**config.mk**
```make
export PLATFORM = sky130hd
export DESIGN_NAME = tree_accum_requant
export DESIGN_NICKNAME = d
export VERILOG_FILES = /design/src/rtl/dp_pkg.sv /design/src/rtl/sync_fifo.sv /design/src/rtl/tree_accum_requant_chk.sv /design/src/rtl/tree_accum_requant.sv
export SDC_FILE = /design/constraint.sdc
export NUM_CORES = 1
export LEC_CHECK = 0
export CORE_MARGIN = 1
export CORE_UTILIZATION = 45
export CTS_BUF_LIST = sky130_fd_sc_hd__clkbuf_4 sky130_fd_sc_hd__clkbuf_8 sky130_fd_sc_hd__clkbuf_16
export CTS_CLUSTER_DIAMETER = 100
export CTS_CLUSTER_SIZE = 28
export DETAILED_ROUTE_END_ITERATION = 7
export SLEW_MARGIN = 20
export SYNTH_ARGS = -nofsm -noshare
export SYNTH_HDL_FRONTEND = slang
export SYNTH_HIERARCHICAL = 1
export SYNTH_SLANG_ARGS = --single-unit
```
**constraint.sdc**
```tcl
create_clock -name clk_in -period 10.3 [get_ports clk_in]
set_clock_uncertainty 0.05 [all_clocks]
set_input_delay 1.545 -clock clk_in [delete_from_list [all_inputs] [get_ports clk_in]]
set_output_delay 1.545 -clock clk_in [all_outputs]
set_load 0.01 [all_outputs]
```
**src/rtl/dp_pkg.sv**
```systemverilog
// Shared dot-product datapath types and the requantisation rule used by every
// stage that turns a wide accumulator into a signed 8-bit result.
package dp_pkg;

  localparam int SUM_W   = 10;
  localparam int OUT_W   = 8;
  localparam int OUT_MAX = 127;
  localparam int OUT_MIN = -128;
  localparam int SHIFT_W = 4;

  typedef logic signed [SUM_W-1:0] tree_sum_t;
  typedef logic signed [OUT_W-1:0] q_out_t;

  // Optional ReLU, round-half-up arithmetic shift, saturation to OUT_W bits.
  // Callers sign-extend their pre-shift value to 32 bits; two guard bits keep
  // the rounding add from overflowing.
  function automatic q_out_t requant(input logic signed [31:0] r,
                                     input logic [SHIFT_W-1:0] shift,
                                     input logic               relu_en);
    logic signed [33:0] v;
    v = 34'(r);
    v = (relu_en && (v < 34'sd0)) ? 34'sd0 : v;
    if (shift != 4'd0) begin
      v = (v + (34'sd1 <<< (shift - 4'd1))) >>> shift;
    end else begin
      v = v + 34'sd0;
    end
    if (v > 34'(OUT_MAX)) begin
      requant = q_out_t'(OUT_MAX);
    end else if (v < 34'(OUT_MIN)) begin
      requant = q_out_t'(OUT_MIN);
    end else begin
      requant = q_out_t'(v[OUT_W-1:0]);
    end
  endfunction

endpackage

```
**src/rtl/sync_fifo.sv**
```systemverilog
// Show-ahead synchronous FIFO; the head entry is always visible on pop_data.
module sync_fifo #(
  parameter int Width = 8,
  parameter int Depth = 4
) (
  input  logic                   clk_in,
  input  logic                   rst_n_in,
  input  logic                   push,
  input  logic [Width-1:0]       push_data,
  input  logic                   pop,
  output logic [Width-1:0]       pop_data,
  output logic [$clog2(Depth):0] count,
  output logic                   full
);

  localparam int AW = $clog2(Depth);
  localparam int CW = AW + 1;

  logic [Width-1:0] mem_r [Depth];
  logic [AW-1:0]    wr_ptr_r;
  logic [AW-1:0]    rd_ptr_r;
  logic [CW-1:0]    count_r;
  logic             push_ok_s;
  logic             pop_ok_s;

  assign full      = (count_r == CW'(Depth));
  assign push_ok_s = push & ~full;
  assign pop_ok_s  = pop & (count_r != {CW{1'b0}});
  assign pop_data  = mem_r[rd_ptr_r];
  assign count     = count_r;

  // Storage, pointers and occupancy.
  always_ff @(posedge clk_in or negedge rst_n_in) begin
    if (!rst_n_in) begin
      for (int i = 0; i < Depth; i++) begin
        mem_r[i] <= {Width{1'b0}};
      end
      wr_ptr_r <= {AW{1'b0}};
      rd_ptr_r <= {AW{1'b0}};
      count_r  <= {CW{1'b0}};
    end else begin
      if (push_ok_s) begin
        mem_r[wr_ptr_r] <= push_data;
        wr_ptr_r        <= wr_ptr_r + AW'(1);
      end
      if (pop_ok_s) begin
        rd_ptr_r <= rd_ptr_r + AW'(1);
      end
      case ({push_ok_s, pop_ok_s})
        2'b10:   count_r <= count_r + CW'(1);
        2'b01:   count_r <= count_r - CW'(1);
        default: count_r <= count_r;
      endcase
    end
  end

endmodule

```
**src/rtl/tree_accum_requant_chk.sv**
```systemverilog
// Invariant checks for tree_accum_requant: the issue credit must keep the FIFO
// from ever seeing a push while full.
module tree_accum_requant_chk (
  input logic clk_in,
  input logic rst_n_in,
  input logic push,
  input logic full
);

  a_no_fifo_overflow: assert property (@(posedge clk_in) disable iff (!rst_n_in)
                                       !(push && full));

endmodule

```
**src/rtl/tree_accum_requant.sv**
```systemverilog
// Accumulates NumChunks adder-tree partial sums, adds bias, requantises to int8
// and buffers results; issue credit stops the non-stallable tree overrunning the FIFO.
module tree_accum_requant
  import dp_pkg::*;
#(
  parameter int TreeLatency = 3,
  parameter int NumChunks   = 4,
  parameter int AccWidth    = 16,
  parameter int FifoDepth   = 4
) (
  input  logic                clk_in,
  input  logic                rst_n_in,
  input  logic                issue_valid_in,
  output logic                issue_ready_out,
  input  logic [SUM_W-1:0]    sum_in,
  input  logic [AccWidth-1:0] bias_in,
  input  logic [3:0]          shift_in,
  input  logic                relu_en_in,
  output logic                out_valid,
  input  logic                out_ready,
  output logic [OUT_W-1:0]    out_data
);

  localparam int CW = (NumChunks > 1) ? $clog2(NumChunks) : 1;
  localparam int FW = $clog2(FifoDepth) + 1;
  localparam logic [CW-1:0] LAST_CHUNK = CW'(NumChunks - 1);

  logic                       issue_s;
  logic                       last_issue_s;
  logic [CW-1:0]              issue_cnt_r;
  logic [TreeLatency-1:0]     delay_r;
  logic                       aligned_v_s;
  logic [CW-1:0]              acc_cnt_r;
  logic signed [AccWidth-1:0] acc_r;
  logic                       done_r;
  logic [FW-1:0]              pending_r;
  logic [FW-1:0]              count_s;
  logic [FW:0]                credit_s;
  logic                       full_s;
  logic                       pop_s;
  tree_sum_t                  sum_s;
  logic signed [AccWidth-1:0] sext_s;
  logic signed [AccWidth-1:0] bias_s;
  logic signed [AccWidth:0]   r_s;
  q_out_t                     q_s;

  assign issue_s      = issue_valid_in & issue_ready_out;
  assign last_issue_s = issue_s & (issue_cnt_r == LAST_CHUNK);
  assign aligned_v_s  = delay_r[TreeLatency-1];

  // Results already buffered plus groups still in flight must fit in the FIFO.
  assign credit_s        = {1'b0, count_s} + {1'b0, pending_r};
  assign issue_ready_out = (credit_s < (FW+1)'(FifoDepth));
  assign out_valid       = (count_s != {FW{1'b0}});
  assign pop_s           = out_valid & out_ready;

  assign sum_s  = sum_in;
  assign sext_s = AccWidth'(sum_s);
  assign bias_s = bias_in;
  assign r_s    = (AccWidth+1)'(acc_r) + (AccWidth+1)'(bias_s);
  assign q_s    = requant(32'(r_s), shift_in, relu_en_in);

  // Issue-side chunk position.
  always_ff @(posedge clk_in or negedge rst_n_in) begin
    if (!rst_n_in) begin
      issue_cnt_r <= {CW{1'b0}};
    end else if (issue_s) begin
      issue_cnt_r <= (issue_cnt_r == LAST_CHUNK) ? {CW{1'b0}} : issue_cnt_r + CW'(1);
    end else begin
      issue_cnt_r <= issue_cnt_r;
    end
  end

  // Issue bit travels alongside the tree so its tail marks a valid sum_in.
  always_ff @(posedge clk_in or negedge rst_n_in) begin
    if (!rst_n_in) begin
      delay_r <= {TreeLatency{1'b0}};
    end else begin
      delay_r[0] <= issue_s;
      for (int i = 1; i < TreeLatency; i++) begin
        delay_r[i] <= delay_r[i-1];
      end
    end
  end

  // Accumulator; chunk 0 restarts the sum, the last chunk raises done.
  always_ff @(posedge clk_in or negedge rst_n_in) begin
    if (!rst_n_in) begin
      acc_r     <= {AccWidth{1'b0}};
      acc_cnt_r <= {CW{1'b0}};
      done_r    <= 1'b0;
    end else if (aligned_v_s) begin
      acc_r     <= (acc_cnt_r == {CW{1'b0}}) ? sext_s : acc_r + sext_s;
      acc_cnt_r <= (acc_cnt_r == LAST_CHUNK) ? {CW{1'b0}} : acc_cnt_r + CW'(1);
      done_r    <= (acc_cnt_r == LAST_CHUNK);
    end else begin
      acc_r     <= acc_r;
      acc_cnt_r <= acc_cnt_r;
      done_r    <= 1'b0;
    end
  end

  // Groups issued but not yet written to the FIFO.
  always_ff @(posedge clk_in or negedge rst_n_in) begin
    if (!rst_n_in) begin
      pending_r <= {FW{1'b0}};
    end else begin
      case ({last_issue_s, done_r})
        2'b10:   pending_r <= pending_r + FW'(1);
        2'b01:   pending_r <= pending_r - FW'(1);
        default: pending_r <= pending_r;
      endcase
    end
  end

  sync_fifo #(
    .Width (OUT_W),
    .Depth (FifoDepth)
  ) u_fifo (
    .clk_in    (clk_in),
    .rst_n_in  (rst_n_in),
    .push      (done_r),
    .push_data (q_s),
    .pop       (pop_s),
    .pop_data  (out_data),
    .count     (count_s),
    .full      (full_s)
  );

  tree_accum_requant_chk u_chk (
    .clk_in   (clk_in),
    .rst_n_in (rst_n_in),
    .push     (done_r),
    .full     (full_s)
  );

endmodule
```
# == Word level (Yosys, flattened, before mapping) ==
# Index checks and enable logic that the tools add are counted.
# W data, S select, Z words.
# op_classes
addsub,13
n_lt_le_gt_ge,7
n_eq_ne,7
shifts,2
muxes,16
n_bitwise,8
n_reduce_logical,7
# op_table
operator,count
$mux W34,2
$mux W8,5
$add A34 B34 Y34,1
$gt A34 B8 Y1 const B,1
$lt A34 B8 Y1 const B,1
$sshl A2 B4 Y34 const A,1
$sshr A34 B4 Y34,1
$bwmux W32,1
$add A16 B16 Y17,1
$lt A17 B1 Y1 const B,1
$add A16 B10 Y16,1
$bmux W8 S2,1
$demux W8 S2,1
$mux W16,1
$pmux W3 S2,2
$add A2 B1 Y2 const B,4
$eq A2 B2 Y1 const B,4
$add A3 B1 Y3 const B,2
$ge A3 B3 Y1 const B,2
$not A2 Y3,2
$sub A3 B1 Y3 const B,2
$and A1 B1 Y1,5
$add A3 B3 Y4,1
$eq A2 B1 Y1 const B,2
other kinds (12),15
# word_totals
reg_bits,66
inputBits,35
out_inout_bits,10
wordCells,73

# == Depth between registers and ports, before layout ==
# Gate-level depths: netlist of the first run.
# logic_depth
ltp_word,11
depth_mapped,29
depth_no_buf,26

# == Hierarchy ==
# The synthesis of the first run kept the hierarchy.
# modules_own_cells
mod,n_inst,cells_each,area_per_inst_um2,seq_area_each_um2
tree_accum_requant,1,775,5640.4,675.6
sync_fifo,1,113,1779.2,975.9

# == Worst setup path before layout of the first run ==
# Ideal clock, no wire load.
# synth_path
path_type,input to register
from,input port bias_in[0]
to,register u_fifo/mem_r[0] (netlist name)
setup_time_ns,0.125
arrival_time_ns,6.995
required_time_ns,10.125
setup_slack_ns,3.130
cell_stages,27
path_buffers,1
path_cell_list,ha_1 > inv_1 > fa_1 > nor2b_1 > o31ai_1 > a211oi_2 > a2111o_1 > and2_1 > ha_1 > inv_1 > fa_1 > nor2b_1 > o211a_2 > o211ai_1 > a31oi_1 > buf_2 > inv_1 > ha_1 > nand2b_1 > nand2_1 > a21oi_1 > a211oi_1 > o31ai_1 > nand3_2 > nor3_4 > o221ai_1 > mux2_2
# synth_between
elab_chain_cells,11
elab_cells_between_ends,12
classes_between,2 x add/sub; 3 x order compare; 1 x shift; 5 x mux; 1 x reduce/logical
# synth_rtl
element,line_no,source
start: declaration,tree_accum_requant.sv:16,"input logic [AccWidth-1:0] bias_in,"
$add A16 B16 Y17 *,tree_accum_requant.sv:60,assign r_s = (AccWidth+1)'(acc_r) + (AccWidth+1)'(bias_s);
$lt A17 B1 Y1,dp_pkg.sv:22,v = (relu_en && (v < 34'sd0)) ? 34'sd0 : v;
$logic_and A1 B1 Y1,dp_pkg.sv:22,
$mux W34 *,dp_pkg.sv:22,
$add A34 B34 Y34,dp_pkg.sv:24,v = (v + (34'sd1 <<< (shift - 4'd1))) >>> shift;
$sshr A34 B4 Y34,dp_pkg.sv:24,
$mux W34 *,dp_pkg.sv:23,if (shift != 4'd0) begin
$lt A34 B8 Y1,dp_pkg.sv:30,end else if (v < 34'(OUT_MIN)) begin
$mux W8,dp_pkg.sv:30,
$mux W8 *,dp_pkg.sv:28,if (v > 34'(OUT_MAX)) begin
named net q_s[0],tree_accum_requant.sv:45,q_out_t q_s;
$bwmux W32 *,sync_fifo.sv:43,mem_r[wr_ptr_r] <= push_data;
end signal: indexed assignment,sync_fifo.sv:36,mem_r[i] <= {Width{1'b0}};
end signal: indexed assignment,sync_fifo.sv:43,
end: declaration,sync_fifo.sv:19,logic [Width-1:0] mem_r [Depth];
# The timed path passes the listed nets; every way through them passes the cells marked *.
# A chain may end at the register's enable or synchronous reset.

# == Final worst setup path of the first run ==
# layout_path
from,input port bias_in[0]
to,register u_fifo/mem_r[20] (netlist name)
# Same word-level chain as after synthesis.

==> results of run 1 <==
-- synthesized netlist by cell type, types with 14 or more instances --
cell      instances
a211oi_1         17
a21o_1           17
a21oi_1          57
and2_1           15
clkbuf_1         31
dfrtp_1          66
ha_1             59
inv_1            30
mux2_2           39
nand2_1          79
nand3_1          15
nor2_1           94
nor3_1           14
o211ai_1         16
o21a_1           21
o21ai_0          48
o31ai_1          16
xnor2_1          20
xor2_1           20
-- logic make-up after synthesis --
family	after synthesis	synth area share
buffers and inverters	77	0.0408
xor gates and xnor gates	40	0.0472
AOI/OAI and AO/OA	286	0.277
DFF	66	0.223
and+or+nand+nor	294	0.193
muxes	61	0.106
adders and majority gates	64	0.113
-- cell type report --
cell class,instances,area (um2)
Fill cell,1563,7660
Clock buffer,10,239
Timing Repair Buffer,56,526
Clock inverter,6,65.1
Tap cell,216,270
Sequential cell,66,1650
Multi-Input combinational cell,745,5470
Inverter,33,124
-- metrics by stage --
stage	instances	hold WS [ps]	utilization
final	1132	315	0.521
after global routing	1132	320	0.521
after CTS	1132	323	0.521
after detailed placement	1116	301	0.502
after global placement	1116	285	0.502
after floorplan	888	281	-
-- power by group through the flow --
| stage | clock (mW) | sequential [mW] | combinational [mW] |
|---|---|---|---|
| after floorplan | 0 | 0.422 | 1.40 |
| final | 0.312 | 0.464 | 1.84 |
| after detailed placement | 0 | 0.470 | 1.81 |
| after global routing | 0.331 | 0.480 | 2.03 |
| after CTS | 0.321 | 0.466 | 1.83 |
| after global placement | 0 | 0.460 | 1.79 |
-- layout by cell type, fill, tap and decap left out, drive strengths merged, types with 5 or more instances in the layout --
cell / synthesis / final
and3: 11 / 11
o31a: 6 / 6
mux2i: 11 / 11
buf: 13 / 13
ha: 59 / 59
clkinv: 2 / 5
o31ai: 16 / 16
dfrtp: 66 / 66
fa: 5 / 5
nand2b: 13 / 13
xnor2: 20 / 20
a21oi: 58 / 58
nor3: 15 / 15
a21o: 17 / 17
o211ai: 16 / 16
o21ai: 51 / 51
a31oi: 10 / 10
nor2: 98 / 98
nand3b: 7 / 7
or2: 6 / 6
nand3: 16 / 16
clkdlybuf4s50: 0 / 43
nor2b: 6 / 6
nor4: 8 / 8
o311ai: 5 / 5
clkbuf: 31 / 10
xor2: 20 / 20
and2: 15 / 15
nand4: 7 / 7
a211oi: 21 / 21
a211o: 6 / 6
inv: 31 / 32
o221ai: 11 / 11
mux2: 40 / 40
nand2: 79 / 79
o21a: 22 / 22
mux4: 10 / 10
-- routing by layer --
layer  vias up  track usage  part of all wire
met5         -            0                 0
met4         0        0.105             0.029
met3        53       0.0379             0.057
met2       247        0.444              0.48
met1      3344        0.346              0.43
li1       3362            -                 -
-- registers in the layout, indices dropped and copies added (netlist names) --
| register | cells |
|---|---|
| acc_cnt_r | 2 |
| acc_r | 16 |
| delay_r | 3 |
| done_r | 1 |
| issue_cnt_r | 2 |
| pending_r | 3 |
| u_fifo/count | 3 |
| u_fifo/mem_r | 32 |
| u_fifo/rd_ptr_r | 2 |
| u_fifo/wr_ptr_r | 2 |
-- how the worst max path moves through the flow --
stage                     from                to  cells after the start
floorplan           bias_in[0]   u_fifo/mem_r[0]                     27
global placement    bias_in[0]  u_fifo/mem_r[28]                     26
detailed placement  bias_in[0]  u_fifo/mem_r[20]                     28
CTS                 bias_in[0]  u_fifo/mem_r[20]                     26
global route        bias_in[0]  u_fifo/mem_r[13]                     26
finish              bias_in[0]  u_fifo/mem_r[20]                     26
-- critical path, delay by kind of cell --
| kind | cells | cell delay [ps] |
|---|---|---|
| adder cells (fa/ha/maj) | 4 | 1190 |
| AND/OR/NAND/NOR | 7 | 1250 |
| buffers and inverters | 4 | 770 |
| multiplexers | 1 | 320 |
| AO/OA/AOI/OAI | 10 | 3220 |
==> summary.txt, run 1 <==
GRT
  – Remaining global-route overflow: 0
  – Global-route wire length before repair: 34.8 mm
  – Vias in the first global route: 6,718
  – Number of antenna violations at the first check in global routing: 0
  – Largest net degree at the start of global routing: 67
  – Overall Global Routing Usage: 0.266

Die
  – Initial core utilization: 0.464
  – Die height: 130 um
  – Die area: 0.0170 mm2
  – Num rows: 46
  – Core area: 0.0160 mm2
  – Die X: 130 um
  – I/O Pins: 45

Clock network
  – Worst-Skew Late Latency: 340 ps
  – Clk sinks: 66
  – Post-CTS sizing: 0
  – Setup Buffers After CTS: 0
  – Clk pin slew, worst setup/hold paths: 60 ps
  – Post-CTS Hold Buffers: 0
  – H-tree levels: 3
  – CTS max path bufs: 2
  – Clk root buf: clkbuf_16
  – CTS buffer count: 9
  – CTS tree: done

Detailed routing
  – Total number of vias: 7,006
  – Drt drc: 0
  – WL final: roughly 22 mm
  – Router iterations before antenna repair: 5
  – Mean routed wirelength per cell: roughly 19 um
  – 1st-iter DRT viols: 563
  – Vias per cell: 6.19
  – Detail Route Antenna Nets: 0

Power
  – Worst VDD drop: 0.000183 V
  – Pwr dens: 314 mW/mm2
  – Internal: 1.34 mW
  – P_sw: 1.28 mW
  – Logic pwr share: 0.704
  – Sequential Power Share: 0.177
  – Sw Share: 0.490
  – Clk pwr share: 0.119
  – Final Power: 2.62 mW
  – Lkg Pwr: 3.52 nW

Logic synthesis
  – Post-synth cell types: 85
  – Area share of the largest cell type after synthesis: 0.223
  – Syn Inst Count: ~900
  – Cell area after synthesis: about 0.0074 mm2
  – Synth Register Bits: 66
  – Share of synthesized registers carrying an async set or reset: 1.00
  – Syn nets: approximately 990
  – Number of flops mapped to enable cells by yosys: 0
  – Synth area leader: dfrtp_1
  – Top area cells in the synthesized netlist: dfrtp_1, ha_1, mux2_2
  – Seq/Total Area, Yosys: 0.223
  – Synth Flop Type: dfrtp_1
  – Syn_area_per_cell: 8.36 um2
  – Syn. warnings: 6

Timing
  – Worst-margin pin slew: 970 ps
  – Final max-slew violation count: 0
  – Setup tns final: 0 ps
  – Post-layout minimum cycle time: 8150 ps
  – Hold Violations, Final: 0
  – Final setup vio count: 0
  – Final worst-path cycle share: 0.792
  – Worst slew margin: 0.353
  – Fmax: 123 MHz
  – Min setup slack post-route: 2150 ps
  – RSZ-0062 raised after global routing: false

Worst setup path
  – End of the worst register-to-register path: u_fifo/mem_r[20]
  – Worst r2r src: acc_r[0]
  – Crit. End Element: flip-flop
  – Worst Path Required: 10,480 ps
  – Crit path largest cell delay: 880 ps
  – Crit Path Class: input port to flip-flop
  – Reg2reg setup slack: 3350 ps
  – Critical path fanouts, max: 16
  – Worst EP arrival: 8330 ps
  – Worst path most repeated cell: ha_1
  – Nature of the critical path startpoint: input port
  – Slowest stage cell on the critical path: a2111oi_4
  – Reg2Reg Depth: 25

Placed design
  – DP HPWL: 16.3 mm
  – RePlAce Congestion: just over 0.9
  – Placed inst area: 0.00804 mm2
  – Pre-CTS setup slack: ~1900 ps
  – Buffers on Ports: 44

Run
  – Maxcap violations: 0

Finish
  – Final Cell Area: 0.00834 mm2
  – ANT cells: 0
  – Fin nets: 1,010
  – Fraction of layout cells with a size suffix above 1: 0.122
  – Area growth syn-to-layout: 12.4%

Min path
  – Hold EP: delay_r[1]
  – Hold Startpoint: delay_r[0]
  – Hold Path Class: flip-flop to flip-flop
  – Worst hold path stage count: 0

Outcome
  – Status: completed
(Power assumes the default switching activity.)
==> run 2: changes to the inputs <==
==> constraint.sdc (replaced) <==
create_clock -name clk_in -period 7.7 [get_ports clk_in]
set_clock_uncertainty 0.05 [all_clocks]
set_input_delay 1.155 -clock clk_in [delete_from_list [all_inputs] [get_ports clk_in]]
set_output_delay 1.155 -clock clk_in [all_outputs]
set_load 0.01 [all_outputs]
==> summary.txt, run 2 (synthesized netlist as in run 1, its figures left out) <==
Outcome
  – Status: completed

Run
  – Maxcap violations: 0 (unchanged)

Die
  – Initial core utilization: 0.464 (unchanged)
  – Die height: 130 um (unchanged)
  – Num rows: 46 (unchanged)
  – Die area: 0.0170 mm2 (unchanged)
  – Die X: 130 um (unchanged)
  – I/O Pins: 45 (unchanged)
  – Core area: 0.0160 mm2 (unchanged)

Worst setup path
  – Nature of the critical path startpoint: input port
  – Crit. End Element: flip-flop
  – Worst EP arrival: 7730 ps (-600 ps)
  – Crit Path Class: input port to flip-flop
  – Critical path fanouts, max: 7 (-9)
  – Worst Path Required: 7920 ps (-2560 ps)

Clock network
  – Worst-Skew Late Latency: 340 ps (about the same)
  – CTS buffer count: 9 (unchanged)
  – H-tree levels: 3 (unchanged)
  – CTS max path bufs: 2 (unchanged)
  – Clk sinks: 66 (unchanged)
  – Clk pin slew, worst setup/hold paths: 60 ps (about the same)
  – Setup Buffers After CTS: 0 (unchanged)
  – CTS tree: done
  – Clk root buf: clkbuf_16

Power
  – Sequential Power Share: 0.170 (-0.007)
  – Sw Share: 0.480 (-0.00987)
  – Lkg Pwr: 3.64 nW (+3.6%)
  – Internal: 1.90 mW (+42%)
  – P_sw: 1.76 mW (+37%)
  – Clk pwr share: 0.122 (+0.003)
  – Logic pwr share: 0.708 (+0.004)
  – Pwr dens: 428 mW/mm2 (+36%)
  – Worst VDD drop: 0.000228 V (+25%)

GRT
  – Remaining global-route overflow: 0 (unchanged)
  – Largest net degree at the start of global routing: 67 (unchanged)
  – Vias in the first global route: 7,051 (+5.0%)
  – Global-route wire length before repair: 36.4 mm (+4.5%)
  – Overall Global Routing Usage: 0.276 (+0.0109)
  – Number of antenna violations at the first check in global routing: 0 (unchanged)

Detailed routing
  – Total number of vias: 7,209 (+2.9%)
  – Wire length on met3: 1.25 mm (+1.5%)
  – Vias per cell: 6.23 (+0.59%)
  – Drt drc: 0 (unchanged)
  – Mean routed wirelength per cell: 19.4 um (+2.1%)
  – Detail Route Antenna Nets: 0 (unchanged)
  – 1st-iter DRT viols: 491 (-13%)
  – Met2 WL post-DR: 10.8 mm (+3.6%)
  – Highest metal used: met4
  – Router iterations before antenna repair: 5 (unchanged)
  – Met1 Wirelength: 9.78 mm (+5.5%)
  – WL final: 22.5 mm (+4.4%)

Finish
  – Register Area: 0.00165 mm2 (unchanged)
  – Fraction of layout cells with a size suffix above 1: 0.148 (+0.0253)
  – Largest regs: u_fifo/mem_r: 32 flops, acc_r: 16 flops
  – Final core utilization: 0.535 (+0.0138)
  – Commonest cells after routing, fill and taps aside: nor2_1, nand2_1, dfrtp_1
  – ANT cells: 0 (unchanged)
  – Fin nets: 1,036 (+2.6%)
  – Commonest non-fill, non-tap cell in the layout: nor2_1
  – Fillers: 1,552 (-0.70%)
  – Largest Register: u_fifo/mem_r
  – Area growth syn-to-layout: 15.4%
  – Area of the multi-input gates: 0.00547 mm2 (+0.11%)
  – Max reg flops: 32 (unchanged)

Placed design
  – RePlAce Congestion: 0.948 (+4.4%)
  – Buffers on Ports: 44 (unchanged)
  – DP HPWL: 17.2 mm (+5.3%)
  – Pre-CTS setup slack: 99.2 ps (-1790 ps)

Timing
  – RSZ-0062 raised after global routing: true
  – Final max-slew violation count: 0 (unchanged)
  – Worst-margin pin slew: 920 ps (-49.5 ps)
  – Post-layout minimum cycle time: 7510 ps
  – Final setup vio count: 0 (unchanged)
  – Worst slew margin: 0.386 (+0.0330)
  – Final worst-path cycle share: 0.975
  – Hold Violations, Final: 0 (unchanged)
  – Min setup slack post-route: 194 ps (-1950 ps)
  – Fmax: ~130 MHz

Min path
  – Hold Path Class: flip-flop to flip-flop
-- run 2: metrics by stage --
stage                     total power, mW  instances  hold WS, ps  instance area [um2]  TNS [ps]
after detailed placement             3.17       1142          293                 8230         0
final                                3.66       1158          300                 8560         0
after global routing                 3.95       1158          305                 8560      -914
after floorplan                      2.44        888          281                 7420         0
after global placement               3.11       1142          284                 8230         0
after CTS                            3.64       1158          303                 8560         0
-- run 2: layer usage --
metal	global-route usage	vias to the layer above
met1	0.352	3484
met3	0.0537	56
met2	0.465	249
met4	0.101	0
li1	-	3420
met5	0	-
-- run 2: critical path, stage by stage --
cell,delay (ps)
clkdlybuf4s50_1,460
ha_1,190
inv_1,60
fa_1,390
nor2b_1,210
o31ai_1,130
a211oi_2,390
a2111oi_4,140
buf_4,180
a211oi_1,420
ha_1,400
a21oi_4,270
o21ai_1,200
a211oi_2,360
buf_4,200
a21o_1,320
nand2_1,200
o211ai_1,210
o21ai_0,170
o31ai_1,470
o311a_1,260
nand3_1,240
o221ai_1,430
mux2_2,230
-- run 2: power by group through the flow --
stage,sequential [mW],combinational [mW],clock [mW]
floorplan,0.565,1.88,0
global placement,0.613,2.49,0
detailed placement,0.629,2.54,0
CTS,0.623,2.56,0.460
global route,0.644,2.84,0.473
finish,0.621,2.59,0.447
-- run 2: cell type report --
class	instances	share of cell area
clock buffer	10	0.0272
clock inverter	6	0.0107
inverter	33	0.0145
multi-input combinational	745	0.639
sequential	66	0.193
tap	216	0.0316
timing repair buffer	82	0.0842
-- run 2: timing repair --
action                                  CTS  global route
endpoints found under the setup margin    0            23
resized for setup                         0             1
hold buffers                              0             0
-- run 2: worst paths after layout --
check,start,end,slack (ps),depth (start not counted)
worst max register to register,acc_r[0],u_fifo/mem_r[4],1040,23
worst min register to register,delay_r[0],delay_r[1],300,0
worst min-delay path,delay_r[0],delay_r[1],300,0
min in group asynchronous,rst_n_in,u_fifo/mem_r[10],960,2
worst max-delay path,bias_in[0],u_fifo/mem_r[4],190,24
max in group asynchronous,rst_n_in,u_fifo/mem_r[14],6090,2
